[config.mk]
export PLATFORM = sky130hd
export DESIGN_NAME = ibex_mem_arbiter
export DESIGN_NICKNAME = d
export VERILOG_FILES = /design/src/rtl/ibex_mem_arbiter.sv
export SDC_FILE = /design/constraint.sdc
export NUM_CORES = 1
export LEC_CHECK = 0
export ABC_AREA = 1
export CELL_PAD_IN_SITES_DETAIL_PLACEMENT = 1
export CELL_PAD_IN_SITES_GLOBAL_PLACEMENT = 1
export CORE_AREA = 10 10 114 116
export CTS_CLUSTER_DIAMETER = 50
export DETAILED_ROUTE_END_ITERATION = 10
export DIE_AREA = 0 0 124 126
export DONT_BUFFER_PORTS = 1
export HOLD_SLACK_MARGIN = 0.03
export PLACE_DENSITY_LB_ADDON = 0.1
export SETUP_SLACK_MARGIN = 0.4
export SYNTH_ARGS = -nofsm -noshare
export SYNTH_HDL_FRONTEND = slang
export SYNTH_SLANG_ARGS = --single-unit
export TNS_END_PERCENT = 10
[constraint.sdc]
create_clock -name clk_i -period 3.75 [get_ports clk_i]
set_clock_uncertainty 0.1 [all_clocks]
set_input_delay 0.75 -clock clk_i [delete_from_list [all_inputs] [get_ports clk_i]]
set_output_delay 0.75 -clock clk_i [all_outputs]
set_load 0.02 [all_outputs]
[src/rtl/ibex_mem_arbiter.sv]
// Two-to-one req/gnt/rvalid arbiter sharing one memory port between instruction fetch
// and data. An in-order source-ID FIFO steers each response back to its requester.
module ibex_mem_arbiter #(
  parameter int unsigned MaxOutstanding = 2,
  parameter bit          DataPriority   = 1'b1,
  parameter bit          RoundRobin     = 1'b1,
  localparam int unsigned CntW = $clog2(MaxOutstanding + 1)
) (
  input  logic            clk_i,
  input  logic            rst_ni,
  input  logic            instr_req_i,
  output logic            instr_gnt_o,
  output logic            instr_rvalid_o,
  input  logic [31:0]     instr_addr_i,
  output logic [31:0]     instr_rdata_o,
  output logic [6:0]      instr_rdata_intg_o,
  output logic            instr_err_o,
  input  logic            data_req_i,
  output logic            data_gnt_o,
  output logic            data_rvalid_o,
  input  logic            data_we_i,
  input  logic [3:0]      data_be_i,
  input  logic [31:0]     data_addr_i,
  input  logic [31:0]     data_wdata_i,
  input  logic [6:0]      data_wdata_intg_i,
  output logic [31:0]     data_rdata_o,
  output logic [6:0]      data_rdata_intg_o,
  output logic            data_err_o,
  output logic            mem_req_o,
  input  logic            mem_gnt_i,
  input  logic            mem_rvalid_i,
  output logic            mem_we_o,
  output logic [3:0]      mem_be_o,
  output logic [31:0]     mem_addr_o,
  output logic [31:0]     mem_wdata_o,
  output logic [6:0]      mem_wdata_intg_o,
  input  logic [31:0]     mem_rdata_i,
  input  logic [6:0]      mem_rdata_intg_i,
  input  logic            mem_err_i,
  output logic [CntW-1:0] outstanding_o,
  output logic            spurious_rvalid_o
);

  localparam int unsigned IdxW = (MaxOutstanding > 1) ? $clog2(MaxOutstanding) : 1;

  typedef enum logic [1:0] {ARB, LOCK_I, LOCK_D} state_e;

  state_e                    state_q, state_d;
  logic                      pref_data_q, pref_data_d;
  logic [CntW-1:0]           cnt_q, cnt_d;
  // Source IDs, head at bit 0: 1 = data, 0 = instruction.
  logic [MaxOutstanding-1:0] fifo_q, fifo_d;

  logic            stall, active, sel_data, push, pop;
  logic [IdxW-1:0] wr_idx;

  // Stall looks at the registered count only, so rvalid never feeds mem_req_o.
  assign stall = (cnt_q == CntW'(MaxOutstanding));

  always_comb begin
    active   = 1'b0;
    sel_data = 1'b0;
    if (!stall) begin
      unique case (state_q)
        ARB: begin
          active = instr_req_i | data_req_i;
          if (instr_req_i && data_req_i) sel_data = RoundRobin ? pref_data_q : DataPriority;
          else                           sel_data = data_req_i;
        end
        LOCK_I: begin
          active   = 1'b1;
          sel_data = 1'b0;
        end
        LOCK_D: begin
          active   = 1'b1;
          sel_data = 1'b1;
        end
        default: ;
      endcase
    end
  end

  assign push = active & mem_gnt_i;
  assign pop  = mem_rvalid_i & (cnt_q != '0);

  always_ff @(posedge clk_i or negedge rst_ni) begin
    if (!rst_ni) state_q <= ARB;
    else         state_q <= state_d;
  end

  always_comb begin
    state_d = state_q;
    unique case (state_q)
      ARB:           if (active && !mem_gnt_i) state_d = sel_data ? LOCK_D : LOCK_I;
      LOCK_I, LOCK_D: if (push) state_d = ARB;
      default:       state_d = ARB;
    endcase
  end

  always_comb begin
    mem_req_o        = active;
    mem_we_o         = 1'b0;
    mem_be_o         = 4'b0000;
    mem_addr_o       = 32'h0;
    mem_wdata_o      = 32'h0;
    mem_wdata_intg_o = 7'h0;
    instr_gnt_o      = push & ~sel_data;
    data_gnt_o       = push &  sel_data;
    if (active) begin
      if (sel_data) begin
        mem_we_o         = data_we_i;
        mem_be_o         = data_be_i;
        mem_addr_o       = data_addr_i;
        mem_wdata_o      = data_wdata_i;
        mem_wdata_intg_o = data_wdata_intg_i;
      end else begin
        mem_be_o   = 4'b1111;
        mem_addr_o = instr_addr_i;
      end
    end
  end

  always_comb begin
    pref_data_d = pref_data_q;
    if (RoundRobin && push) pref_data_d = ~sel_data;
  end

  // A same-cycle pop shifts the queue down, so the new ID lands one slot lower.
  always_comb begin
    cnt_d  = cnt_q + CntW'(push) - CntW'(pop);
    wr_idx = IdxW'(pop ? cnt_q - CntW'(1) : cnt_q);
    fifo_d = fifo_q;
    if (pop)  fifo_d = fifo_q >> 1;
    if (push) fifo_d[wr_idx] = sel_data;
  end

  always_ff @(posedge clk_i or negedge rst_ni) begin
    if (!rst_ni) begin
      pref_data_q <= DataPriority;
      cnt_q       <= '0;
      fifo_q      <= '0;
    end else begin
      pref_data_q <= pref_data_d;
      cnt_q       <= cnt_d;
      fifo_q      <= fifo_d;
    end
  end

  assign instr_rvalid_o     = pop & ~fifo_q[0];
  assign data_rvalid_o      = pop &  fifo_q[0];
  assign spurious_rvalid_o  = mem_rvalid_i & (cnt_q == '0);
  assign instr_rdata_o      = mem_rdata_i;
  assign instr_rdata_intg_o = mem_rdata_intg_i;
  assign instr_err_o        = mem_err_i;
  assign data_rdata_o       = mem_rdata_i;
  assign data_rdata_intg_o  = mem_rdata_intg_i;
  assign data_err_o         = mem_err_i;
  assign outstanding_o      = cnt_q;

endmodule

After elaboration in Yosys (flattened, before gate mapping)
Cells that the tools add are included.
{"block": "word_totals", "ff_bits": 7, "output_inout_bits": 164}
{"block": "op_classes", "addsub": 3, "order_cmp": 2, "n_eq_ne": 5, "n_mux": 25, "n_bitwise": 10, "reduce_logical": 9}
{"op": "32-bit 2-to-1 mux", "count": 4}
{"op": "7-bit 2-to-1 mux", "count": 2}
{"op": "2-bit 2-to-1 mux", "count": 5}
{"op": "4-bit 2-to-1 mux", "count": 2}
{"op": "1-bit AND", "count": 7}
{"op": "1-bit 2-to-1 mux", "count": 7}
{"op": "2-bit == test, second input constant", "count": 2}
{"op": "2-bit logical NOT", "count": 2}
{"op": "1-bit case mux with 2 select lines", "count": 2}
{"op": "2-bit case mux with 2 select lines", "count": 1}
{"op": "1-bit logical AND", "count": 3}
{"op": "2-bit by 1-bit adder with 2-bit output", "count": 1}
{"op": "2-bit bitwise mux", "count": 1}
{"op": "2-bit by 1-bit == test with 1-bit output, second input constant", "count": 1}
{"op": "1-bit by 2-bit less-than comparator with 1-bit output, second input constant", "count": 1}
{"op": "2-bit by 1-bit != test with 1-bit output, second input constant", "count": 1}
{"op": "2-bit != test, second input constant", "count": 1}
{"op": "1-bit inverter", "count": 2}
{"op": "2-bit AND reduction", "count": 1}
{"op": "2-bit nonzero test", "count": 1}
{"op": "2-bit OR reduction", "count": 1}
{"op": "2-bit by 1-bit subtractor with 2-bit output", "count": 1}
{"op": "1-bit demux with 1-bit select", "count": 1}
{"op": "1-bit >= comparator, second input constant", "count": 1}
{"op": "other kinds (3)", "count": 3}

Logic depth before layout (Yosys ltp)
Gate-level depths: netlist of the first run.
{"block": "logic_depth", "ltp_word": 9, "mapped_depth": 11, "ltp_nobuf": 10}

Worst setup path after synthesis of the first run
No wires, ideal clock.
{"block": "synth_path", "path_type": "input to output", "from": "input port data_req_i", "to": "output port mem_wdata_o[10]", "arrival_time_ns": 1.601, "path_slack_ns": 1.299, "path_stages": 8, "path_buffers": 2, "path_cell_list": "nand2_2 -> inv_2 -> nand2_1 -> nand2_2 -> nand2_4 -> buf_6 -> buf_6 -> nor2_1"}
{"block": "synth_via", "elab_chain_len": 6}
{"item": "start, declared", "line_no": "18", "text": "input logic data_req_i,"}
{"item": "1-bit logical AND", "line_no": "67", "text": "if (instr_req_i && data_req_i) sel_data = RoundRobin ? pref_data_q : DataPriority;"}
{"item": "1-bit 2-to-1 mux", "line_no": "67"}
{"item": "1-bit case mux with 2 select lines", "line_no": "64", "text": "unique case (state_q)"}
{"item": "1-bit 2-to-1 mux", "line_no": "63", "text": "if (!stall) begin"}
{"item": "32-bit 2-to-1 mux", "line_no": "110", "text": "if (sel_data) begin"}
{"item": "32-bit 2-to-1 mux (*)", "line_no": "109", "text": "if (active) begin"}
{"item": "end, declared", "line_no": "35", "text": "output logic [31:0] mem_wdata_o,"}
Every way passes the cells marked *; elsewhere a longest branch is shown, timed or not.

Final worst setup path of the first run
{"block": "layout_path", "from": "register state_q[0]", "to": "output port mem_addr_o[2]"}
{"block": "layout_via", "elab_chain_len": 5}
{"item": "start, declared", "line_no": "48", "text": "state_e state_q, state_d;"}
{"item": "start signal, assigned", "line_no": "88", "text": "else state_q <= state_d;"}
{"item": "2-bit == test (tied with other cells)", "line_no": "64"}
{"item": "1-bit case mux with 2 select lines / 2-bit OR reduction (equally long branches)"}
{"item": "1-bit 2-to-1 mux / 1-bit case mux with 2 select lines (equally long branches)", "line_no": "63, 64"}
{"item": "32-bit 2-to-1 mux / 1-bit 2-to-1 mux (equally long branches)", "line_no": "110, 63"}
{"item": "32-bit 2-to-1 mux (*)", "line_no": "109"}
{"item": "end, declared", "line_no": "34", "text": "output logic [31:0] mem_addr_o,"}
Marked as above.

==> results of run 1 <==
## worst max-delay path: stages (launching register included)
cell     delay, ns
dfrtp_1       0.37
inv_1         0.08
ha_1          0.25
nand2_2       0.11
inv_2         0.03
nand2_1       0.06
nand2_2       0.10
nand2_8       0.22
buf_12        0.25
o21ai_0       0.10
nor2_1        0.40
## synthesized netlist by cell type
cell,number
dfstp_2,1
inv_1,19
nand2_4,1
buf_4,80
nand3_1,5
nand2_2,2
nand3_2,2
xnor2_1,1
ha_1,5
a21oi_2,1
buf_2,5
nor2_1,111
nand2_1,66
xor2_1,1
inv_2,2
o21ai_0,31
a21oi_1,2
dfrtp_1,6
o21ai_1,6
buf_6,11
clkinv_2,1
clkbuf_2,3
## worst min path at each step
| stage | start | cells past startpoint | end | slack, ns |
|---|---|---|---|---|
| 6_report | rst_ni | 0 | fifo_q[0]$_DFF_PN0_ | 0.12 |
| 3_5_place_dp | rst_ni | 0 | outstanding_o[1]$_DFF_PN0_ | 0.35 |
| 5_1_grt | rst_ni | 0 | state_q[0]$_DFFE_PN0P_ | 0.10 |
| 4_1_cts | rst_ni | 0 | fifo_q[0]$_DFF_PN0_ | 0.11 |
| 2_1_floorplan | rst_ni | 0 | fifo_q[0]$_DFF_PN0_ | 0.35 |
| 3_3_place_gp | rst_ni | 0 | outstanding_o[0]$_DFF_PN0_ | 0.35 |
## cell type report
cell class,count,area (um^2)
clock buffers,4,45.0
fillers,1383,9140
inverters,22,87.6
multi-input cells,234,1030
flip-flops and latches,7,176
well taps,140,175
repair buffers,4,42.5
## cell families after synthesis
logic type | after synthesis
xor+xnor | 2
flops | 7
buf+inv | 121
compound gates | 40
simple gates | 187
fa+ha+maj | 5
## routing by layer
metal / part of all wire / track usage / vias to the layer above / wire length, um
li1: - / - / 836 / -
met1: 0.32 / 0.0963 / 832 / 2840
met2: 0.55 / 0.203 / 104 / 4950
met3: 0.11 / 0.0411 / 28 / 996
met4: 0.023 / 0.0285 / 0 / 205
met5: 0 / 0 / - / 0
## registers in the layout, summed over array words and instances, names as in the netlist
| register | cells |
|---|---|
| outstanding_o | 2 |
| state_q | 2 |
| fifo_q | 2 |
| pref_data_q | 1 |
## report_power, final
group | leakage (nW) | switching (W) | internal, W
Clock | 0.0228 | 0.0000326 | 0.0000736
Combinational | 0.614 | 0.00179 | 0.000431
Sequential | 0.0870 | 0.0000467 | 0.000116
## metrics by stage
stage                     cells  area, um^2
final                       411        1560
after global routing        411        1560
after CTS                   411        1540
after detailed placement    407        1500
after global placement      407        1500
after floorplan             362        2040
## what timing repair did
action,4_1_cts,5_1_grt
hold buffers,0,0
resized for setup,1,2
cloned,0,0
setup endpoints to repair,10,27
==> impl_results.md, run 1 <==
* Num rows at 38
* Fin. Hold Viols at 0
* Yosys reg bits at 7
* Synth top area share at 0.294
* Worst EP arrival at ~2.2 ns
* Worst-margin pin slew at around 0.57 ns
* Ratio of cells with drive above 1 in the final layout at 0.0664
* Die X at 124 um
* Layout Nets at 431
* Largest net degree at the start of global routing at 45
* Post-synthesis sequential area ratio at 0.0864
* Pleak at 0.724 nW
* CTS tree: done
* Wire length per cell at 21.9 um
* Diode count at 0
* GPL Wtd Cong at about 0.71
* Setup ws final at 0.678 ns
* Largest family of logic cells by synthesized area: buffers and inverters
* Xor/xnor share of the synthesized area at 0.00858
* Synth Area in Simple Gates at 0.359
* Most frequent cells in the layout: nor2_1 (110), nand2_1 (66), o21ai_0 (31), inv_1 (19)
* Maximum clock rate at 0.325 GHz
* Crit Path Class: reg2out
* DRC viols at 0
* Max cap viols at 0
* Initial core utilization at 0.191
* Layout area overhead at -23.8%
* Reg2Reg Setup Slack at 1.42 ns
* Initial DRC count at ~110
* Avg Cell Area, Syn at about 5.6 um^2
* Setup TNS at 0 ns
* Top post-synthesis cells by area: buf_4 (29%), nor2_1 (20%), nand2_1 (12%), o21ai_0 (7.6%), dfrtp_1 (7.4%)
* Number of nets with antenna violations after routing at 0
* Sink Count at 7
* Clock-pin slew on the worst setup and hold paths at about 0.04 ns
* Total CTS buffers at 3
* Adder-cell share of the synthesized area at 0.0306
* Tot GR Track Use at 0.104
* RR Startpoint: state_q[0]$_DFFE_PN0P_
* Mapped cell area at around 2000 um^2
* Total gr overflow at 0
* Core footprint at 10700 um^2
* Unrepaired setup endpoints after global routing: false
* Min-delay worst type: in2async
* Die Span Y at 126 um
* Area leader, netlist: buf_4
* Post-synthesis net count at between 500 and 600
* # Post-CTS Setup Buffers at 0
* Worst-skew pair later-pin latency at about 0.23 ns
* Worst-path maximum fanout at 44
* Fin Hold WS at 0.118 ns
* PnR Total Power at 0.00249 W
* Avg Vias per Cell at 4.38
* Die ar. at 15600 um^2
* Max-slew headroom at 0.619
* Final WL at 8990 um
* # setup viols final at 0
* Clock buffer depth at 2
* Worst setup SP type: flop
* Root buffer cell: clkbuf_8
* Critical path endpoint category: output port
* Final Critical Period at 3.07 ns
* R2R depth at 11
* Run status: finished, final reports clean
* Initial antenna violation count at 0
* Vias at 1800
* End-of-flow core utilization at 0.145
* Yosys cell types at 22
* Worst slack, placed at between 0.5 and 0.6 ns
* RR Endpoint: fifo_q[1]$_DFF_PN0_
* First-pass GRT wire length at around 13000 um
* Io pins at 318
* CTS H-tree depth at 1
* Ratio of final minimum period to clock period at 0.819
* Port Buf Inserts at 0
* Synth Area in Compound Gates at 0.0999
* Commonest non-fill, non-tap cell in the layout: nor2_1
* Post-DP HPWL at 7570 um
* Power per cell area at 1600 nW/um^2
* First-pass DRT Iterations at 4
* Worst Setup EP: mem_addr_o[2]
* Vias in the first global route at around 2000
* Fin. max-slew vios at 0
* WP data required at 2.90 ns
* CP Launch Point: state_q[0]$_DFFE_PN0P_
* Synth warnings at 0
* Cells after Synth at 362
* Mux share of post-synthesis cell area at 0
* Peak VDD IR at 0.00101 V
No activity file was read; power rests on OpenSTA's default activity.
==> inputs of run 2 (changes only) <==
- CORE_AREA: 10 10 114 116 -> 10 10 116 118
- DIE_AREA: 0 0 124 126 -> 0 0 126 128
- clock period: 3.75 -> 2.5 ns (I/O delays scaled with it)
==> impl_results.md, run 2 (synthesis results as in run 1) <==
* Run status: finished, final reports clean
* WP data required at 1.90 ns
* Min-delay worst type: reg2reg
* Core footprint at 11200 um^2
* Ratio of final minimum period to clock period at 0.985
* HP Start: pref_data_q$_DFFE_PN1P_
* Total CTS buffers at 3
* Clock-pin slew on the worst setup and hold paths at 0.04 ns
* Power per cell area at 2500 nW/um^2
* Max-slew headroom at 0.732
* Initial antenna violation count at 1
* RR Startpoint: state_q[0]$_DFFE_PN0P_
* Fin. Hold Viols at 0
* Crit Path Class: reg2out
* Die X at 126 um
* Diode count at 0
* # setup viols final at 0
* Total gr overflow at 0
* Fin. max-slew vios at 0
* Peak VDD IR at 0.000622 V
* Vias in the first global route at approximately 2400
* Die Span Y at 128 um
* Maximum clock rate at 0.406 GHz
* Number of nets with antenna violations after routing at 0
* Unrepaired setup endpoints after global routing: true
* Worst-margin pin slew at 0.401 ns
* Post-DP HPWL at 8170 um
* Final Critical Period at 2.46 ns
* Tot GR Track Use at 0.122
* Commonest non-fill, non-tap cell in the layout: nor2_1
* Ratio of cells with drive above 1 in the final layout at 0.413
* Worst EP arrival at around 1.9 ns
* Worst-path maximum fanout at 4
* Worst setup SP type: flop
* Sink Count at 7
* Layout Nets at 528
* End-of-flow core utilization at 0.249
* First-pass GRT wire length at approximately 15000 um
* Critical path endpoint category: output port
* Fin Hold WS at 0.385 ns
* Worst-skew pair later-pin latency at 0.23 ns
* Final WL at 11300 um
* Max cap viols at 0
* Pleak at 1.37 nW
* DRC viols at 0
* Num rows at 39
* Initial core utilization at 0.182
* Initial DRC count at 66
* Layout area overhead at 37.1%
* Port Buf Inserts at 0
* CTS tree: done
* GPL Wtd Cong at 0.712
* CTS H-tree depth at 1
* CP Launch Point: state_q[0]$_DFFE_PN0P_
* Vias at 2205
* Largest net degree at the start of global routing at between 40 and 50
* Die ar. at 16100 um^2
* First-pass DRT Iterations at 4
* Io pins at about 320
* Clock buffer depth at 2
* PnR Total Power at 0.00701 W
* Avg Vias per Cell at 4.32
* Root buffer cell: clkbuf_16
* Most frequent cells in the layout: nor2_1 (95), buf_4 (75), nand2_1 (63), o21ai_0 (22), inv_1 (14)
* Wire length per cell at 22.0 um
[run 2: final timing paths]
path | end | slack, ns | cells after the start
worst max-delay path | mem_addr_o[21] | 0.04 | 12
min in group asynchronous | fifo_q[1]$_DFF_PN0_ | 0.52 | 1
max in group asynchronous | pref_data_q$_DFFE_PN1P_ | 1.47 | 1
worst min register to register | pref_data_q$_DFFE_PN1P_ | 0.39 | 2
worst max register to register | outstanding_o[1]$_DFF_PN0_ | 0.40 | 11
worst min-delay path | pref_data_q$_DFFE_PN1P_ | 0.39 | 2
[run 2: layout make-up]
class                   instances  area, um^2
fillers                      1417        8420
inverters                      22        97.6
well taps                     143         179
multi-input cells             234        1170
clock buffers                   4        78.8
repair buffers                101        1090
flip-flops and latches          7         179
[run 2: power breakdown]
| group | leakage (nW) | internal, W | total, W | switching, W |
|---|---|---|---|---|
| combinational | 1.24 | 0.00291 | 0.00648 | 0.00357 |
| sequential | 0.0850 | 0.000178 | 0.000247 | 0.0000691 |
| clock | 0.0382 | 0.000213 | 0.000281 | 0.0000683 |
[run 2: timing repair]
action,in CTS,in global routing
buffers inserted,14,0
hold buffers,1,0
endpoints found under the setup margin,83,82
gates cloned,6,5
resized for setup,36,41
hold endpoints to repair,7,0
pin swaps,5,10
[run 2: critical path, cell delays in order (launching register included)]
cell and delay [ns]:
dfrtp_1 0.39, inv_2 0.09, ha_4 0.20, inv_2 0.05, nand3_2 0.08, nand2_2 0.08
inv_4 0.05, buf_6 0.11, buf_12 0.13, clkbuf_16 0.15, o21ai_0 0.07, nor2_1 0.06
buf_4 0.15
[run 2: layer usage]
metal / part of all wire / up-vias / GRT usage
li1: - / 1045 / -
met1: 0.35 / 1011 / 0.119
met2: 0.51 / 115 / 0.220
met3: 0.12 / 32 / 0.0658
met4: 0.020 / 2 / 0.0348
met5: 0.0012 / - / 0
[run 2: metrics by stage]
step	setup TNS (ns)	cell area, um^2	std cells	worst slack (ns)
finish	0	2800	511	0.0385
global route	-1.24	2800	511	-0.0503
CTS	0	2550	506	0.0538
detailed placement	0	2070	481	0.110
global placement	0	2070	481	0.149
floorplan	0	2040	362	0.366
